===== config.mk =====
export PLATFORM = sky130hd
export DESIGN_NAME = dmem_arbiter_flat
export DESIGN_NICKNAME = d
export VERILOG_FILES = /design/src/rtl/dmem_arb_pkg.sv /design/src/rtl/dmem_arbiter_if.sv /design/src/rtl/dmem_arb_pick.sv /design/src/rtl/dmem_arbiter.sv /design/src/flat_wrapper.sv
export SDC_FILE = /design/constraint.sdc
export NUM_CORES = 1
export LEC_CHECK = 0
export ABC_AREA = 1
export BUFFER_PORTS_ARGS = -buffer_cell sky130_fd_sc_hd__buf_2
export CORE_AREA = 3 3 93 95
export DETAILED_ROUTE_END_ITERATION = 10
export DIE_AREA = 0 0 96 98
export PLACE_DENSITY = 0.75
export SLEW_MARGIN = 40
export SYNTH_ARGS = -nofsm -noshare
export SYNTH_HDL_FRONTEND = slang
export SYNTH_HIERARCHICAL = 1
export SYNTH_SLANG_ARGS = --single-unit

===== constraint.sdc =====
create_clock -name clk -period 1.6 [get_ports clk]
set_clock_uncertainty 0.15 [all_clocks]
set_input_delay 0.32 -clock clk [delete_from_list [all_inputs] [get_ports clk]]
set_output_delay 0.32 -clock clk [all_outputs]
set_load 0.02 [all_outputs]

===== src/rtl/dmem_arb_pkg.sv =====
// Shared types and defaults for the data-memory arbiter.
// Optional feature macro: DMEM_ARB_RR_EN selects round-robin arbitration.
package dmem_arb_pkg;

    localparam int unsigned ADDR_W_DEF     = 7;
    localparam int unsigned DATA_W_DEF     = 32;
    localparam int unsigned STARVE_MAX_DEF = 4;
    localparam int unsigned CONFLICT_W     = 16;

    localparam logic [CONFLICT_W-1:0] CONFLICT_MAX = 16'hFFFF;

    // Owner of an access or of a pending read response
    typedef enum logic [1:0] {
        OWN_NONE = 2'd0,
        OWN_CPU  = 2'd1,
        OWN_DBG  = 2'd2
    } owner_t;

endpackage


===== src/rtl/dmem_arbiter_if.sv =====
// Bundle of the CPU port, debug/loader port and memory port of the arbiter.
// Optional feature macro: DMEM_ARB_RR_EN (no effect on the bundle itself).
interface dmem_arbiter_if
    import dmem_arb_pkg::*;
#(
    parameter int unsigned ADDR_W = ADDR_W_DEF,
    parameter int unsigned DATA_W = DATA_W_DEF
);

    // CPU load/store unit port
    logic              cpu_req;
    logic              cpu_we;
    logic [ADDR_W-1:0] cpu_addr;
    logic [DATA_W-1:0] cpu_wdata;
    logic              cpu_gnt;
    logic              cpu_rvalid;
    logic [DATA_W-1:0] cpu_rdata;

    // Debug/loader port
    logic              dbg_req;
    logic              dbg_we;
    logic [ADDR_W-1:0] dbg_addr;
    logic [DATA_W-1:0] dbg_wdata;
    logic              dbg_gnt;
    logic              dbg_rvalid;
    logic [DATA_W-1:0] dbg_rdata;

    // Single-port memory side
    logic              mem_en;
    logic              mem_we;
    logic [ADDR_W-1:0] mem_addr;
    logic [DATA_W-1:0] mem_wdata;
    logic [DATA_W-1:0] mem_rdata;

    // Status
    logic [CONFLICT_W-1:0] conflict_cnt;

    modport slave (
        input  cpu_req, cpu_we, cpu_addr, cpu_wdata,
        output cpu_gnt, cpu_rvalid, cpu_rdata,
        input  dbg_req, dbg_we, dbg_addr, dbg_wdata,
        output dbg_gnt, dbg_rvalid, dbg_rdata,
        output mem_en, mem_we, mem_addr, mem_wdata,
        input  mem_rdata,
        output conflict_cnt
    );

    modport master (
        output cpu_req, cpu_we, cpu_addr, cpu_wdata,
        input  cpu_gnt, cpu_rvalid, cpu_rdata,
        output dbg_req, dbg_we, dbg_addr, dbg_wdata,
        input  dbg_gnt, dbg_rvalid, dbg_rdata,
        input  mem_en, mem_we, mem_addr, mem_wdata,
        output mem_rdata,
        input  conflict_cnt
    );

endinterface


===== src/rtl/dmem_arb_pick.sv =====
// Combinational winner selection between the CPU and debug requesters.
// Optional feature macro: DMEM_ARB_RR_EN replaces the starvation override
// with round-robin on conflict.
module dmem_arb_pick
    import dmem_arb_pkg::*;
#(
    parameter int unsigned STARVE_MAX = STARVE_MAX_DEF,
    parameter int unsigned STARVE_W   = $clog2(STARVE_MAX + 1)
) (
    input  logic                i_cpu_req,
    input  logic                i_dbg_req,
`ifdef DMEM_ARB_RR_EN
    input  owner_t              i_last_owner,
`else
    input  logic [STARVE_W-1:0] i_starve_cnt,
`endif
    output logic                o_cpu_win,
    output logic                o_dbg_win
);

    // Lone requester always wins; on conflict apply the configured policy
    always_comb begin
        o_cpu_win = 1'b0;
        o_dbg_win = 1'b0;
        if (i_cpu_req && i_dbg_req) begin
`ifdef DMEM_ARB_RR_EN
            if (i_last_owner == OWN_DBG) begin
                o_cpu_win = 1'b1;
            end else begin
                o_dbg_win = 1'b1;
            end
`else
            if (i_starve_cnt == STARVE_W'(STARVE_MAX)) begin
                o_dbg_win = 1'b1;
            end else begin
                o_cpu_win = 1'b1;
            end
`endif
        end else if (i_cpu_req) begin
            o_cpu_win = 1'b1;
        end else if (i_dbg_req) begin
            o_dbg_win = 1'b1;
        end
    end

endmodule


===== src/rtl/dmem_arbiter.sv =====
// Shares the single-port data memory between the CPU and a debug/loader port.
// Grants are combinational, read data returns to its owner one cycle later.
// Optional feature macro: DMEM_ARB_RR_EN selects round-robin on conflict
// instead of fixed CPU priority with a starvation override.
module dmem_arbiter
    import dmem_arb_pkg::*;
#(
    parameter int unsigned ADDR_W     = ADDR_W_DEF,
    parameter int unsigned DATA_W     = DATA_W_DEF,
    parameter int unsigned STARVE_MAX = STARVE_MAX_DEF
) (
    input  logic          clk,
    input  logic          rst,
    dmem_arbiter_if.slave bus
);

    localparam int unsigned STARVE_W = $clog2(STARVE_MAX + 1);

    logic                  w_cpu_win;
    logic                  w_dbg_win;
    logic                  w_conflict;
    logic                  w_mem_we;
    logic [ADDR_W-1:0]     w_mem_addr;
    logic [DATA_W-1:0]     w_mem_wdata;
    logic [DATA_W-1:0]     w_cpu_rdata;
    logic [DATA_W-1:0]     w_dbg_rdata;

    owner_t                r_rsp_owner;
    owner_t                w_rsp_owner_nxt;
    logic [CONFLICT_W-1:0] r_conflict_cnt;
    logic [CONFLICT_W-1:0] w_conflict_cnt_nxt;

`ifdef DMEM_ARB_RR_EN
    owner_t                r_last_owner;
    owner_t                w_last_owner_nxt;
`else
    logic [STARVE_W-1:0]   r_starve_cnt;
    logic [STARVE_W-1:0]   w_starve_cnt_nxt;
`endif

    assign w_conflict = bus.cpu_req & bus.dbg_req;

    dmem_arb_pick #(
        .STARVE_MAX (STARVE_MAX),
        .STARVE_W   (STARVE_W)
    ) u_pick (
        .i_cpu_req    (bus.cpu_req),
        .i_dbg_req    (bus.dbg_req),
`ifdef DMEM_ARB_RR_EN
        .i_last_owner (r_last_owner),
`else
        .i_starve_cnt (r_starve_cnt),
`endif
        .o_cpu_win    (w_cpu_win),
        .o_dbg_win    (w_dbg_win)
    );

    // Memory port is driven by the winner, all-zero when idle
    always_comb begin
        w_mem_we    = 1'b0;
        w_mem_addr  = '0;
        w_mem_wdata = '0;
        if (w_cpu_win) begin
            w_mem_we    = bus.cpu_we;
            w_mem_addr  = bus.cpu_addr;
            w_mem_wdata = bus.cpu_wdata;
        end else if (w_dbg_win) begin
            w_mem_we    = bus.dbg_we;
            w_mem_addr  = bus.dbg_addr;
            w_mem_wdata = bus.dbg_wdata;
        end
    end

    // Read data is steered to the owner of last cycle's read, zero otherwise
    always_comb begin
        w_cpu_rdata = '0;
        w_dbg_rdata = '0;
        if (r_rsp_owner == OWN_CPU) begin
            w_cpu_rdata = bus.mem_rdata;
        end
        if (r_rsp_owner == OWN_DBG) begin
            w_dbg_rdata = bus.mem_rdata;
        end
    end

    assign bus.cpu_gnt      = w_cpu_win;
    assign bus.dbg_gnt      = w_dbg_win;
    assign bus.mem_en       = w_cpu_win | w_dbg_win;
    assign bus.mem_we       = w_mem_we;
    assign bus.mem_addr     = w_mem_addr;
    assign bus.mem_wdata    = w_mem_wdata;
    assign bus.cpu_rvalid   = (r_rsp_owner == OWN_CPU);
    assign bus.dbg_rvalid   = (r_rsp_owner == OWN_DBG);
    assign bus.cpu_rdata    = w_cpu_rdata;
    assign bus.dbg_rdata    = w_dbg_rdata;
    assign bus.conflict_cnt = r_conflict_cnt;

    // Next-state: response owner, saturating conflict counter, policy state
    always_comb begin
        w_rsp_owner_nxt    = OWN_NONE;
        w_conflict_cnt_nxt = r_conflict_cnt;
`ifdef DMEM_ARB_RR_EN
        w_last_owner_nxt   = r_last_owner;
`else
        w_starve_cnt_nxt   = '0;
`endif

        if (w_cpu_win && !bus.cpu_we) begin
            w_rsp_owner_nxt = OWN_CPU;
        end else if (w_dbg_win && !bus.dbg_we) begin
            w_rsp_owner_nxt = OWN_DBG;
        end

        if (w_conflict && (r_conflict_cnt != CONFLICT_MAX)) begin
            w_conflict_cnt_nxt = r_conflict_cnt + CONFLICT_W'(1);
        end

`ifdef DMEM_ARB_RR_EN
        if (w_cpu_win) begin
            w_last_owner_nxt = OWN_CPU;
        end else if (w_dbg_win) begin
            w_last_owner_nxt = OWN_DBG;
        end
`else
        if (bus.dbg_req && !w_dbg_win) begin
            if (r_starve_cnt == STARVE_W'(STARVE_MAX)) begin
                w_starve_cnt_nxt = r_starve_cnt;
            end else begin
                w_starve_cnt_nxt = r_starve_cnt + STARVE_W'(1);
            end
        end
`endif
    end

    // State registers
    always_ff @(posedge clk or posedge rst) begin
        if (rst) begin
            r_rsp_owner    <= OWN_NONE;
            r_conflict_cnt <= '0;
`ifdef DMEM_ARB_RR_EN
            r_last_owner   <= OWN_CPU;
`else
            r_starve_cnt   <= '0;
`endif
        end else begin
            r_rsp_owner    <= w_rsp_owner_nxt;
            r_conflict_cnt <= w_conflict_cnt_nxt;
`ifdef DMEM_ARB_RR_EN
            r_last_owner   <= w_last_owner_nxt;
`else
            r_starve_cnt   <= w_starve_cnt_nxt;
`endif
        end
    end

endmodule


===== src/flat_wrapper.sv =====
// flat-port wrapper written by rule: the top's interface ports become plain ports
module dmem_arbiter_flat import dmem_arb_pkg::*;
#(
    parameter int unsigned ADDR_W     = ADDR_W_DEF,
    parameter int unsigned DATA_W     = DATA_W_DEF,
    parameter int unsigned STARVE_MAX = STARVE_MAX_DEF
)
  (clk, rst, bus_cpu_req, bus_cpu_we, bus_cpu_addr, bus_cpu_wdata, bus_cpu_gnt, bus_cpu_rvalid, bus_cpu_rdata, bus_dbg_req, bus_dbg_we, bus_dbg_addr, bus_dbg_wdata, bus_dbg_gnt, bus_dbg_rvalid, bus_dbg_rdata, bus_mem_en, bus_mem_we, bus_mem_addr, bus_mem_wdata, bus_mem_rdata, bus_conflict_cnt);
  dmem_arbiter_if #(.ADDR_W(ADDR_W), .DATA_W(DATA_W)) bus_i ();
  input  logic clk;
  input  logic rst;
  input wire logic [$bits(bus_i.cpu_req)-1:0] bus_cpu_req;
  input wire logic [$bits(bus_i.cpu_we)-1:0] bus_cpu_we;
  input wire logic [$bits(bus_i.cpu_addr)-1:0] bus_cpu_addr;
  input wire logic [$bits(bus_i.cpu_wdata)-1:0] bus_cpu_wdata;
  output wire logic [$bits(bus_i.cpu_gnt)-1:0] bus_cpu_gnt;
  output wire logic [$bits(bus_i.cpu_rvalid)-1:0] bus_cpu_rvalid;
  output wire logic [$bits(bus_i.cpu_rdata)-1:0] bus_cpu_rdata;
  input wire logic [$bits(bus_i.dbg_req)-1:0] bus_dbg_req;
  input wire logic [$bits(bus_i.dbg_we)-1:0] bus_dbg_we;
  input wire logic [$bits(bus_i.dbg_addr)-1:0] bus_dbg_addr;
  input wire logic [$bits(bus_i.dbg_wdata)-1:0] bus_dbg_wdata;
  output wire logic [$bits(bus_i.dbg_gnt)-1:0] bus_dbg_gnt;
  output wire logic [$bits(bus_i.dbg_rvalid)-1:0] bus_dbg_rvalid;
  output wire logic [$bits(bus_i.dbg_rdata)-1:0] bus_dbg_rdata;
  output wire logic [$bits(bus_i.mem_en)-1:0] bus_mem_en;
  output wire logic [$bits(bus_i.mem_we)-1:0] bus_mem_we;
  output wire logic [$bits(bus_i.mem_addr)-1:0] bus_mem_addr;
  output wire logic [$bits(bus_i.mem_wdata)-1:0] bus_mem_wdata;
  input wire logic [$bits(bus_i.mem_rdata)-1:0] bus_mem_rdata;
  output wire logic [$bits(bus_i.conflict_cnt)-1:0] bus_conflict_cnt;
  assign bus_i.cpu_req = bus_cpu_req;
  assign bus_i.cpu_we = bus_cpu_we;
  assign bus_i.cpu_addr = bus_cpu_addr;
  assign bus_i.cpu_wdata = bus_cpu_wdata;
  assign bus_cpu_gnt = bus_i.cpu_gnt;
  assign bus_cpu_rvalid = bus_i.cpu_rvalid;
  assign bus_cpu_rdata = bus_i.cpu_rdata;
  assign bus_i.dbg_req = bus_dbg_req;
  assign bus_i.dbg_we = bus_dbg_we;
  assign bus_i.dbg_addr = bus_dbg_addr;
  assign bus_i.dbg_wdata = bus_dbg_wdata;
  assign bus_dbg_gnt = bus_i.dbg_gnt;
  assign bus_dbg_rvalid = bus_i.dbg_rvalid;
  assign bus_dbg_rdata = bus_i.dbg_rdata;
  assign bus_mem_en = bus_i.mem_en;
  assign bus_mem_we = bus_i.mem_we;
  assign bus_mem_addr = bus_i.mem_addr;
  assign bus_mem_wdata = bus_i.mem_wdata;
  assign bus_i.mem_rdata = bus_mem_rdata;
  assign bus_conflict_cnt = bus_i.conflict_cnt;
  dmem_arbiter #(.ADDR_W(ADDR_W), .DATA_W(DATA_W), .STARVE_MAX(STARVE_MAX)) u_core (.clk(clk), .rst(rst), .bus(bus_i));
endmodule

Word level (Yosys, flattened, before mapping)
Cells that the tools add are included.
{"block": "op_classes", "mux": 19, "bitwise": 2, "n_reduce_logical": 8, "eq_ne": 5, "n_addsub": 2}
{"cell": "$mux 32", "count": 4}
{"cell": "$add 16x1->16 const B", "count": 1}
{"cell": "$ne 16x16->1 const B", "count": 1}
{"cell": "$mux 7", "count": 2}
{"cell": "$mux 1", "count": 9}
{"cell": "$mux 3", "count": 2}
{"cell": "$logic_and 1x1->1", "count": 5}
{"cell": "$mux 2", "count": 2}
{"cell": "$add 3x1->3 const B", "count": 1}
{"cell": "$eq 3x3->1 const B", "count": 1}
{"cell": "$logic_not 1->1", "count": 3}
{"cell": "$eq 2x1->1 const B", "count": 1}
{"cell": "$eq 2x2->1 const B", "count": 1}
{"cell": "$ne 2x2->1 const B", "count": 1}
{"cell": "$and 1x1->1", "count": 1}
{"cell": "$or 1x1->1", "count": 1}
{"block": "word_totals", "wordCells": 39, "inputBits": 116, "out_inout_bits": 125, "register_bits": 21}

Longest topological paths before layout
{"block": "logic_depth", "depth_word": 6, "mapped_depth": 9, "mapped_depth_nobuf": 9}

Cells and area by module
The synthesis kept the hierarchy.
{"mod": "dmem_arbiter", "area_each_um2": 2175.8, "seq_area_each_um2": 525.5, "cells_each": 407, "n_inst": 1}
{"mod": "dmem_arb_pick", "area_each_um2": 35.0, "seq_area_each_um2": 0.0, "cells_each": 9, "n_inst": 1}

Worst setup path after synthesis
OpenSTA, ideal clock, no wires.
{"block": "synth_timing", "path_kind": "register to output", "from": "register u_core.r_starve_cnt[0]", "to": "output port bus_mem_we", "required_ns": 1.130, "path_slack_ns": -0.825, "path_stages_with_launch": 9, "arrival_time_ns": 1.955, "n_path_buf": 2, "cell_sequence": "dfrtp_1 -> inv_1 -> nand2_1 -> nor2_1 -> nor2_1 -> clkbuf_1 -> clkbuf_1 -> nor2_1 -> nor3b_1"}
{"block": "synth_between", "elab_cells_between_ends": 7, "classes_between": "eq/ne (1); mux (6)"}
{"element": "start: declaration", "line": "dmem_arbiter.sv:37", "rtl": "logic [STARVE_W-1:0] r_starve_cnt;"}
{"element": "start signal: assignment", "line": "dmem_arbiter.sv:151", "rtl": "r_starve_cnt <= w_starve_cnt_nxt;"}
{"element": "$eq 3x3->1", "line": "dmem_arb_pick.sv:33", "rtl": "if (i_starve_cnt == STARVE_W'(STARVE_MAX)) begin"}
{"element": "$mux 1", "line": "dmem_arb_pick.sv:33"}
{"element": "$mux 1", "line": "dmem_arb_pick.sv:25", "rtl": "if (i_cpu_req && i_dbg_req) begin"}
{"element": "via bus_cpu_gnt", "line": "flat_wrapper.sv:16", "rtl": "output wire logic [$bits(bus_i.cpu_gnt)-1:0] bus_cpu_gnt;"}
{"element": "$mux 1", "line": "dmem_arbiter.sv:63", "rtl": "if (w_cpu_win) begin"}
{"element": "end: declaration", "line": "flat_wrapper.sv:27", "rtl": "output wire logic [$bits(bus_i.mem_we)-1:0] bus_mem_we;"}
The timed path passes the listed nets, and every way through them passes these cells.

Final worst setup path
{"block": "layout_timing", "from": "register u_core.r_starve_cnt[1]", "to": "output port bus_mem_wdata[19]"}
{"block": "layout_between", "elab_chain_cells": 5, "elab_cells_between_ends": 7, "classes_between": "eq/ne (1); mux (6)"}
{"element": "$eq 3x3->1 *", "line": "dmem_arb_pick.sv:33"}
{"element": "$mux 1", "line": "dmem_arb_pick.sv:33"}
{"element": "$mux 1", "line": "dmem_arb_pick.sv:25"}
{"element": "$mux 32", "line": "dmem_arbiter.sv:67", "rtl": "end else if (w_dbg_win) begin"}
{"element": "$mux 32 *", "line": "dmem_arbiter.sv:63"}
{"element": "end: declaration", "line": "flat_wrapper.sv:29", "rtl": "output wire logic [$bits(bus_i.mem_wdata)-1:0] bus_mem_wdata;"}
Mark *: on every way between the ends. The rest lies on a longest branch, timed or not.

==> flow_summary.toml <==
[status]
status = "complete, but fails checks"
violations = "setup timing"

[synth]
synth_cells = 416
avgSynthCellArea_um2 = 5.31
syn-cell-area_mm2 = 0.00221
yosysSeqAreaShare_pct = 23.8
ys_warn_count = 6
syn_nets = 535
yosysUniqueCellTypes = 26
synth_seq_cells = 21

[clock_tree]
cts_buffer_depth = 2
numCtsBuffers = 3
cts_tree = "yes"
root_buffer = "clkbuf_8"
htree_levels = 1
clk_pin_slew_ns = 0.07
cts_sinks = 21
clk_latency_ns = 0.26

[final_layout]
final_common_cell = "buf_2"
syn_to_final_growth_pct = 173
final_cell_mix = "buf_2 (148), buf_6 (102), nand2_1 (88), nor2_4 (73), inv_1 (49)"
nets = 831
antenna_cells = 0
drive_gt1_share_pct = 69.9

[power_and_ir_drop]
ir_worst_vdd_uv = 1070
clockPowerShare_pct = 12.0
power.switching_mw = 1.27
powerDensity_mw_per_mm2 = 477
p_int_mw = 1.61
p_sw_share_pct = 44.1
seqPwrFrac_pct = 23.9
p_leak_nw = 3.05
p_comb_share_pct = 64.1

[floorplan]
rows = 32
initial_core_util_pct = 28.3
fp.dieArea_mm2 = 0.00941
core_region_area_mm2 = 0.00781
die_w_um = 96
die_h_um = 98
pin_count = 241

[global_route]
grt_first_pass_wirelength_mm = 21.5
antenna_found_initial = 1
grt_pass1_vias = 3899
grt_overflow_total = 0
track_usage_pct = 29.5
grt_max_degree = 22

[sta]
hold-worst-slack_ns = 0.109
fin_ws_ns = -0.568
period_needed_ns = 2.17
timing.fmax_mhz = 461
slew_headroom_pct = 81.2
rsz0062_at_grt = "true"
setup_viol = 110
tightest_slew_ns = 0.282
final.period_utilization_pct = 135
hold_viol_final = 0
drv_slew = 0

[critical_path]
crit_start = "u_core/r_starve_cnt[1]"
critPathLaunchType = "flip-flop"
critPathCapture = "bus_mem_wdata[19]"
critPathRequiredTime_ns = 1.13
worstSetupEndpointType = "primary output"
worst-setup-path-type = "flip-flop to primary output"
r2r_start = "u_core/r_starve_cnt[1]"
cp_max_fo = 5
r2r_slack_ns = -0.02
r2r_end = "u_core/r_starve_cnt[1]"
crit_arrival_ns = 1.70
reg2regPathDepth = 10

[routing]
antenna_left = 0
num_vias = 3889
postRouteWirelength_mm = 14.7
first_iter_violations = 182
routedWlPerCell_um = 18.1
drt_first_pass_iters = 5
vias_per_cell = 4.78
drc_errors = 0

[min_path]
hold_path_class = "primary input to flip-flop"
hp-start = "bus_dbg_we"

[place]
io_buffers = 240
place_ws_ns = -0.316
hpwlAfterDp_mm = 9.99
gp_congestion = 0.945

[flow_run]
max_cap_violations = 0
[flip-flops by register name (all words and copies together), names as in the netlist]
signal	count
u_core/r_starve_cnt	3
u_core/r_rsp_owner	2
u_core/bus.conflict_cnt	16
[power groups by stage]
| stage | logic (mW) | clock network (mW) | registers, mW |
|---|---|---|---|
| floorplan | 0.692 | 0 | 0.783 |
| global placement | 1.35 | 0 | 0.685 |
| detailed placement | 1.37 | 0 | 0.688 |
| CTS | 1.74 | 0.359 | 0.678 |
| global route | 1.97 | 0.386 | 0.698 |
| finish | 1.84 | 0.346 | 0.688 |
[per-stage QoR]
| stage | std cells | area, µm² | TNS (ns) | util, % | power, mW |
|---|---|---|---|---|---|
| after floorplan | 416 | 2820 | -8.37 | - | 1.47 |
| after global placement | 782 | 4390 | -10.52 | 56.3 | 2.03 |
| after detailed placement | 782 | 4390 | -11.71 | 56.3 | 2.06 |
| after CTS | 810 | 5860 | -35.55 | 75.1 | 2.77 |
| after global routing | 813 | 6040 | -46.73 | 77.3 | 3.05 |
| final | 813 | 6040 | -38.14 | 77.3 | 2.88 |
[synthesized netlist by cell type (all sizes together)]
library cell	instances	share of area (%)
nor3b	1	0.34
o21ai	10	2.9
buf	2	0.74
ha	3	1.7
xor2	2	0.79
a21oi	1	0.23
a31oi	1	0.28
nand3	46	10
clkinv	1	0.17
nor2	92	16
inv	57	9.7
o41ai	1	0.40
nand2	148	25
clkbuf	19	3.2
xnor2	2	0.79
nor3	1	0.23
nand4	5	1.4
nand3b	3	1.0
dfrtp	21	24
[repair_timing]
item | 4_1_cts | 5_1_grt
gates cloned | 10 | 1
hold buffers | 1 | 0
setup buffers | 13 | 8
endpoints found under the setup margin | 116 | 126
hold endpoints to repair | 21 | 0
pin swaps | 28 | 33
resized for setup | 303 | 52
[kinds of logic (layout without fill, tap and decap cells)]
group / Yosys count / in the layout / synth area share [%]
AO/OA/AOI/OAI: 13 / 13 / 3.85
XOR/XNOR: 4 / 4 / 1.58
flip-flops: 21 / 21 / 23.8
adder cells (fa/ha/maj): 3 / 3 / 1.70
buffers and inverters: 79 / 374 / 13.8
AND/OR/NAND/NOR: 296 / 296 / 55.3
[worst min path at each step]
| stage | to | depth (start not counted) | slack (ns) |
|---|---|---|---|
| floorplan | u_core/bus.conflict_cnt[10] | 1 | 0.15 |
| global placement | u_core/bus.conflict_cnt[8] | 3 | 0.21 |
| detailed placement | u_core/bus.conflict_cnt[8] | 3 | 0.22 |
| CTS | u_core/r_rsp_owner[1] | 2 | 0.11 |
| global route | u_core/r_rsp_owner[1] | 2 | 0.1 |
| finish | u_core/r_rsp_owner[1] | 2 | 0.11 |
[layout make-up]
| type | instances | area [µm²] |
|---|---|---|
| Inverter | 58 | 235 |
| Sequential cell | 21 | 531 |
| Multi-Input combinational cell | 316 | 2400 |
| Tap cell | 102 | 128 |
| Timing Repair Buffer | 312 | 2700 |
| Clock buffer | 4 | 45.0 |
| Fill cell | 530 | 1770 |
[layer usage]
layer | vias up | share of wire [%] | GRT usage, %
li1 | 1859 | - | -
met1 | 1800 | 40 | 39.1
met2 | 208 | 50 | 49.8
met3 | 20 | 8.9 | 5.93
met4 | 2 | 1.7 | 4.81
met5 | - | 0.088 | 0
[worst max-delay path, stage by stage (launching register included)]
cell and delay (ns):
dfrtp_1 0.40, inv_2 0.07, nand2_4 0.06, buf_6 0.12, o21ai_4 0.14, buf_6 0.13, buf_6 0.12, clkbuf_16 0.16
nand3_4 0.06, nand2_2 0.08, buf_6 0.11
Note: power is estimated with default switching activity, not from simulation.
